**src/rtl/hash_nonce_scheduler.sv**
```systemverilog
// Nonce search controller for a bank of NUM_ENG hash engines: one distinct nonce per engine
// per round, wait for all results, then report a target hit, nonce wrap, timeout or abort.
module hash_nonce_scheduler #(
   parameter int NUM_ENG = 2,
   parameter int TIMEOUT = 1023
) (
   input  logic                     clk,
   input  logic                     reset,
   input  logic                     start,
   input  logic                     abort,
   input  logic [7:0]               target,
   input  logic [95:0]              block,
   output logic [NUM_ENG-1:0]       eng_init,
   output logic [NUM_ENG-1:0]       eng_valid,
   output logic [128*NUM_ENG-1:0]   eng_block,
   input  logic [24*NUM_ENG-1:0]    eng_hash,
   input  logic [NUM_ENG-1:0]       eng_ready,
   output logic                     busy,
   output logic                     done,
   output logic                     found,
   output logic                     error,
   output logic                     exhausted,
   output logic [31:0]              nonce,
   output logic [31:0]              rounds,
   output logic [2:0]               dbg_state
);

   localparam int IW = (NUM_ENG > 1) ? $clog2(NUM_ENG) : 1;
   localparam int TW = (TIMEOUT > 1) ? $clog2(TIMEOUT) : 1;

   typedef enum logic [2:0] {
      S_IDLE     = 3'd0,
      S_DISPATCH = 3'd1,
      S_WAIT     = 3'd2,
      S_EVAL     = 3'd3,
      S_DONE     = 3'd4
   } state_t;

   state_t              r_state;
   state_t              w_next;
   logic [7:0]          r_target;
   logic [95:0]         r_block;
   logic [31:0]         r_base;
   logic [NUM_ENG-1:0]  r_mask;
   logic [23:0]         r_hash [NUM_ENG];
   logic [TW-1:0]       r_tmo;
   logic                r_found;
   logic                r_error;
   logic                r_exh;
   logic [31:0]         r_nonce;
   logic [31:0]         r_rounds;

   logic [NUM_ENG-1:0]  w_mask_next;
   logic                w_mask_full;
   logic                w_tmo_hit;
   logic                w_active;
   logic                w_hit_any;
   logic [IW-1:0]       w_hit_idx;
   logic [31:0]         w_hit_nonce;
   logic [32:0]         w_base_sum;

   function automatic logic [31:0] f_brev(input logic [31:0] v);
      return {v[7:0], v[15:8], v[23:16], v[31:24]};
   endfunction

   assign w_mask_next = r_mask | eng_ready;
   assign w_mask_full = &w_mask_next;
   assign w_tmo_hit   = (r_tmo == TW'(TIMEOUT - 1));
   assign w_active    = (r_state == S_DISPATCH) || (r_state == S_WAIT) || (r_state == S_EVAL);
   assign w_base_sum  = {1'b0, r_base} + 33'(NUM_ENG);
   assign w_hit_nonce = r_base + 32'(w_hit_idx);

   // Scan from the top so the lowest-index (lowest nonce) hit is the one left standing.
   always_comb begin
      w_hit_any = 1'b0;
      w_hit_idx = '0;
      for (int i = NUM_ENG - 1; i >= 0; i--) begin
         if ((r_hash[i][23:16] <= r_target) && (r_hash[i][15:8] <= r_target)) begin
            w_hit_any = 1'b1;
            w_hit_idx = IW'(i);
         end
      end
   end

   always_comb begin
      w_next = r_state;
      case (r_state)
         S_IDLE:     if (start) w_next = S_DISPATCH;
         S_DISPATCH: w_next = S_WAIT;
         S_WAIT: begin
            if (w_mask_full)    w_next = S_EVAL;
            else if (w_tmo_hit) w_next = S_DONE;
         end
         S_EVAL: begin
            if (w_hit_any || w_base_sum[32]) w_next = S_DONE;
            else                             w_next = S_DISPATCH;
         end
         S_DONE:     w_next = S_IDLE;
         default:    w_next = S_IDLE;
      endcase
      if (abort && w_active) w_next = S_DONE;
   end

   // Engine handshake: eng_valid is high from DISPATCH through EVAL with eng_block stable;
   // eng_init marks the single cycle engines take the data; each engine's ready is taken once per round.
   always_comb begin
      eng_block = '0;
      for (int i = 0; i < NUM_ENG; i++) begin
         if (w_active) eng_block[128*i +: 128] = {r_base + 32'(i), r_block};
      end
   end

   assign eng_init  = {NUM_ENG{r_state == S_DISPATCH}};
   assign eng_valid = {NUM_ENG{w_active}};
   assign busy      = w_active;
   assign done      = (r_state == S_DONE);
   assign found     = r_found;
   assign error     = r_error;
   assign exhausted = r_exh;
   assign nonce     = r_nonce;
   assign rounds    = r_rounds;
   assign dbg_state = r_state;

   always_ff @(posedge clk) begin
      if (reset) begin
         r_state  <= S_IDLE;
         r_target <= '0;
         r_block  <= '0;
         r_base   <= '0;
         r_mask   <= '0;
         r_tmo    <= '0;
         r_found  <= 1'b0;
         r_error  <= 1'b0;
         r_exh    <= 1'b0;
         r_nonce  <= '0;
         r_rounds <= '0;
         for (int i = 0; i < NUM_ENG; i++) r_hash[i] <= '0;
      end else begin
         r_state <= w_next;
         case (r_state)
            S_IDLE: begin
               if (start) begin
                  r_target <= target;
                  r_block  <= block;
                  r_base   <= '0;
                  r_found  <= 1'b0;
                  r_error  <= 1'b0;
                  r_exh    <= 1'b0;
                  r_nonce  <= '0;
                  r_rounds <= '0;
               end
            end
            S_DISPATCH: begin
               r_mask <= '0;
               r_tmo  <= '0;
            end
            S_WAIT: begin
               r_mask <= w_mask_next;
               for (int i = 0; i < NUM_ENG; i++) begin
                  if (eng_ready[i] && !r_mask[i]) r_hash[i] <= eng_hash[24*i +: 24];
               end
               if (!abort && !w_mask_full) begin
                  if (w_tmo_hit) r_error <= 1'b1;
                  else           r_tmo   <= r_tmo + 1'b1;
               end
            end
            S_EVAL: begin
               if (!abort) begin
                  r_rounds <= r_rounds + 32'd1;
                  if (w_hit_any) begin
                     r_found <= 1'b1;
                     r_nonce <= f_brev(w_hit_nonce);
                  end else if (w_base_sum[32]) begin
                     r_exh <= 1'b1;
                  end else begin
                     r_base <= w_base_sum[31:0];
                  end
               end
            end
            default: ;
         endcase
      end
   end

endmodule

```
**config.mk**
```make
export PLATFORM = sky130hd
export DESIGN_NAME = hash_nonce_scheduler
export DESIGN_NICKNAME = d
export VERILOG_FILES = /design/src/rtl/hash_nonce_scheduler.sv
export SDC_FILE = /design/constraint.sdc
export NUM_CORES = 1
export LEC_CHECK = 0
export CORE_AREA = 5 5 189 191
export CTS_CLUSTER_DIAMETER = 100
export DETAILED_ROUTE_END_ITERATION = 8
export DIE_AREA = 0 0 194 196
export MAX_ROUTING_LAYER = met4
export PLACE_DENSITY = 0.66
export REMOVE_ABC_BUFFERS = 1
export SYNTH_ARGS = -nofsm -noshare
export SYNTH_HDL_FRONTEND = slang
export SYNTH_SLANG_ARGS = --single-unit
```
**constraint.sdc**
```tcl
create_clock -name clk -period 3.2 [get_ports clk]
set_input_delay 0.64 -clock clk [delete_from_list [all_inputs] [get_ports clk]]
set_output_delay 0.64 -clock clk [all_outputs]
set_load 0.02 [all_outputs]
```
# After elaboration in Yosys (flattened, before gate mapping)
# Memory sizes are Yosys's and may differ from the RTL's.
# Cells that the tools add are included.
# classes
add_sub_neg	5
magnitude_cmp	4
eq_ne	17
muxes	48
bitwise_logic	3
n_reduce_logical	28
# ops
operator	count
$mux W128	2
$mux W32	7
$pmux W32 S2	3
$add A32 B1 Y32 const B	2
$mux W24	2
$add A32 B2 Y33 const B	1
$add A32 B1 Y32	1
$le A8 B8 Y1	4
$mux W1	21
$mux W10	2
$pmux W10 S2	1
$ne A2 B2 Y1 const B	8
$mux W3	5
$pmux W3 S4	1
$add A10 B1 Y10 const B	1
$eq A10 B10 Y1 const B	1
$reduce_and A5 Y1	2
$reduce_and A2 Y1	4
$reduce_and A4 Y1	2
$eq A3 B2 Y1 const B	2
$logic_and A1 B1 Y1	6
$ne A3 B3 Y1 const B	2
$pmux W1 S2	3
$reduce_and A3 Y1	2
12 further kinds	20
# totals
reg_bits	218
ramBits	48
in_bits	158
output_inout_bits	332
elab_cells	118
memories	1
# memory_table
name	depth	word_bits	rd	rd_ports_with_merged_regs	wr	line_no	source
r_hash	2	24	2	0	2	45	logic [23:0] r_hash [NUM_ENG];

# Depth between registers and ports, before layout
# depth
ltp_word	8
mapped_depth	12
mapped_depth_nobuf	10

# Least setup slack after synthesis
# Ideal clock, no wire load.
# synth_timing
kind	reg-to-reg
from	reg r_state[1] (netlist: dbg_state[1])
to	mem r_hash[0][10], enable pin
setup_ns	0.411
arrival_ns	2.409
required_ns	2.789
setup_slack_ns	0.379
path_stages_with_launch	5
path_buffers	1
synth_period_minus_slack_ns	2.821
cell_sequence	dfxtp_1 clkbuf_1 nor3b_1 nand2_1 o21ai_0
# synth_lines
element	line_no	source
start: declaration	39	state_t r_state;
start signal: assignment	139	r_state <= w_next;
end: declaration	45	

# Worst setup path after layout
# layout_timing
from	reg r_state[1] (netlist: dbg_state[1])
to	out eng_block[192]
# layout_via
elab_chain_cells	4
word_cells_on_any_way	6
classes_between	3 x eq/ne; 1 x mux; 2 x reduce/logical
# layout_lines
element	line_no	source
$eq A3 B1 Y1 or $eq A3 B2 Y1 (tied branches)	69	assign w_active = (r_state == S_DISPATCH) || (r_state == S_WAIT) || (r_state == S_EVAL);
$logic_or A1 B1 Y1	69	
$logic_or A1 B1 Y1 (*)	69	
$mux W128 (*)	109	if (w_active) eng_block[128*i +: 128] = {r_base + 32'(i), r_block};
end: declaration	15	output logic [128*NUM_ENG-1:0] eng_block,
# Every way passes the cells marked *; elsewhere a longest branch is shown, timed or not.

==> results by group <==
Synthesis
  • Seq/Total Area, Yosys: 43.5%
  • Post-Synthesis Cells: between 1,000 and 1,500
  • Complex-gate fraction of the synthesized area: roughly an eighth
  • Synth Register Bits: approximately 250
  • Simple-gate portion of the synthesized area: 28.1%
  • Fraction of registers with async set/reset: 0%
  • Yosys warning total: 0
  • Area leader, netlist: dfxtp_1
  • Mux contribution to synthesized area: less than 1%
  • Top cell type's share of synthesized area: 35.6%
  • Mapped cell area: between 10,000 and 15,000 µm²
  • Top post-synthesis cells by area: dfxtp_1 (36%), and2_1 (9.8%), nand2_1 (8.8%)
  • Main combinational cell family by area after synthesis: simple AND/OR/NAND/NOR gates
  • Synth Area in XOR/XNOR: 2.44%
  • Number of flops mapped to enable cells by yosys: 32
  • Avg Synthesized Cell Area: 8.24 µm²
  • Primary FF master, synth: dfxtp_1
  • Synth Area in Adders: around 3.7%
  • Synth cell types: 65

Critical path
  • Critical Path RT: around 2.6 ns
  • Worst EP arrival: approximately 2.5 ns
  • CP Class: flop to output port
  • CP startpoint: dbg_state[1]
  • CP Buf/Inv Count: 3
  • Critical path launch point type: flop
  • Worst-path fanout max: 66
  • Worst path max stage delay: ~0.65 ns
  • Largest delay contributor family on the critical path: buffers and inverters
  • Worst r2r src: r_target[1]
  • CP max stage cell: clkdlybuf4s50_1
  • Type of destination of the critical path: output port
  • Critical-path cell list: nor2_1 -> buf_4 -> nor2_4 -> buf_12 -> and2_1 -> clkdlybuf4s50_1

Die
  • I/O pin count: 490
  • Starting density of the core: a little over a third
  • Chip height: between 150 and 200 µm
  • Core Rows: 68
  • DIE AREA: 38,000 µm²
  • Die X: approximately 190 µm
  • Placeable Area: between 30,000 and 40,000 µm²

Finish
  • Final nets: 2,024
  • Layout cells sized above 1: under 10%
  • Area grow syn2layout: 45.6%
  • # fillers: 3,165
  • Total area of sequential cells: 5310 µm²
  • Final Cell Area: ~18,000 µm²
  • Area of the multi-input gates: 5760 µm²

Place
  • GPL Wtd Cong: approximately 0.83
  • Worst slack at placement: about 0.12 ns
  • # port buffers: about 470
  • Post-DP HPWL: a little over 30,000 µm
  • Placed cell area: around 17,000 µm²

Drt
  • Initial DRC Count: slightly above 500
  • # DRC: 0
  • Detail Route Antenna Nets: 0
  • First-pass DRT Iterations: 5
  • Avg WL per Cell: about 18 µm
  • Drt total wl: roughly 41,000 µm
  • Via density: 4.89
  • Via count: 11,300

Timing
  • Final Max Slew Viols: 0
  • RSZ-0062 raised after global routing: false
  • Measured slew at the worst slew-check pin: approximately 0.8 ns
  • Slew HR: a little under half
  • Fmax: 322 MHz
  • Final worst path period need: just over 3 ns
  • Hold WS: 0.448 ns
  • Period utilization: 97.0%
  • Worst Skew: 0.00925 ns
  • Final hold vios: 0
  • Worst setup margin: about 0.096 ns
  • Final setup vio count: 0

Clock network
  • TritonCTS buffer count: 29
  • Reg clk slew, reported paths: roughly 0.060 ns
  • Clock Latency Late Sink: 0.53 ns
  • Post-CTS Hold Fix Bufs: 0
  • CTS tree: done
  • H-tree depth: 1
  • Num Clock Sinks: between 200 and 250
  • Clock tree buffer depth: 3
  • Clock Tree Root: clkbuf_16

Global routing
  • Gr usage total: around a fifth
  • Grt total ovfl: 0
  • Initial antenna violation count: 1
  • Vias in the first global route: ~11,000
  • First-pass GRT wire length: 62,900 µm
  • Largest net degree at the start of global routing: 94

Worst hold path
  • Hold path start: exhausted
  • Worst hold-check path type: flop to flop

Pwr
  • PnR Total Power: about 8.4 mW
  • PD cells: 471 nW/µm²
  • Leakage: ~6.6 nW
  • Worst IR drop on VDD: 353 µV

Job
  • Max Cap Viol: 0

Run status
  • Status: complete, no violations
## what timing repair did
item,4_1_cts,5_1_grt
gates resized for setup,0,11
setup endpoints to repair,0,13
setup buffers,0,0
## path summary, 6_finish.rpt
check                   end  slack (ns)  depth (start not counted)
min reg2reg       exhausted        0.45                          2
min               exhausted        0.45                          2
max          eng_block[192]         0.1                          6
max reg2reg      r_base[12]        0.26                         11
## layout make-up
cell class | instances | area share, %
multi-input cells | 1021 | 32.4
inverters | 21 | 0.443
repair buffers | 508 | 28.4
clock inverters | 11 | 0.894
flip-flops and latches | 249 | 29.8
well taps | 455 | 3.20
diodes | 1 | 0.0141
clock buffers | 42 | 4.81
## cell families (layout without fill, tap and decap cells)
| kind of cell | after synthesis | count (layout) |
|---|---|---|
| other cells | 1 | 2 |
| fa+ha+maj | 36 | 36 |
| mux | 2 | 2 |
| xor+xnor | 34 | 34 |
| buf+inv | 211 | 582 |
| flops | 249 | 249 |
| compound gates | 257 | 257 |
| simple gates | 691 | 691 |
## where the power goes
part	switching, mW	internal, mW
registers	0.0634	3.31
logic	0.895	0.635
clock network	1.31	2.17
## synth_stat cells, drive strengths merged (2+ instances only)
cell type and number:
a21boi 2, a21oi 165, a22oi 5, and2 191, and3 10, and4 7
buf 115, clkbuf 75, dfxtp 217, edfxtp 32, ha 36, inv 21
nand2 285, nand2b 2, nand3 64, nand3b 4, nand4 21, nor2 65
nor2b 7, nor3 10, nor4 4, o211ai 25, o21ai 15, o22a 2
o22ai 3, o311ai 4, o31ai 22, o41ai 3, or2 5, or3 7
or3b 2, xnor2 7, xor2 27
## cell usage in the layout (no fill, tap or decap), types with 4 or more instances in the layout
| cell type | count |
|---|---|
| dfxtp_1 | 217 |
| or2_2 | 5 |
| clkdlybuf4s50_1 | 451 |
| nor3_1 | 8 |
| nand4_1 | 21 |
| and4_1 | 7 |
| clkinv_2 | 6 |
| nor2b_1 | 6 |
| or3_1 | 7 |
| a21oi_1 | 164 |
| o31ai_1 | 22 |
| clkbuf_1 | 6 |
| bufinv_16 | 4 |
| buf_12 | 5 |
| xnor2_1 | 7 |
| a22oi_1 | 5 |
| nand2_1 | 285 |
| inv_1 | 21 |
| buf_4 | 43 |
| xor2_1 | 27 |
| o21ai_0 | 12 |
| ha_1 | 36 |
| clkbuf_8 | 6 |
| and3_1 | 10 |
| dlymetal6s2s_1 | 8 |
| o211ai_1 | 25 |
| nand3_1 | 64 |
| edfxtp_1 | 32 |
| nand3b_1 | 4 |
| nor2_1 | 62 |
| clkbuf_16 | 30 |
| and2_1 | 190 |
## flip-flops by register name, summed over array words and instances (netlist names), 2 cells and up
register,count
r_block,96
nonce,32
r_hash,32
rounds,32
r_base,31
r_tmo,10
r_target,8
dbg_state,3
r_mask,2
## worst min-delay path, cell delays in order, from the launching register on
cell and delay, ns:
dfxtp_1 0.31, inv_1 0.05, a21oi_1 0.05
## metrics by stage
stage | setup TNS (ns) | utilization [%] | instances
6_report | 0 | 52.4 | 2308
4_1_cts | 0 | 52.3 | 2307
2_1_floorplan | -2004.48 | - | 1291
5_1_grt | 0 | 52.4 | 2307
3_5_place_dp | 0 | 49.3 | 2254
3_3_place_gp | 0 | 49.3 | 2254
## routing by layer
layer | wire length (µm) | global-route usage [%] | up-vias
met2 | 20700 | 36.1 | 334
met1 | 17500 | 25.9 | 5315
met4 | 965 | 5.16 | 0
met5 | 0 | - | -
met3 | 2080 | 3.25 | 61
li1 | - | - | 5584
No activity file was read; power rests on OpenSTA's default activity.
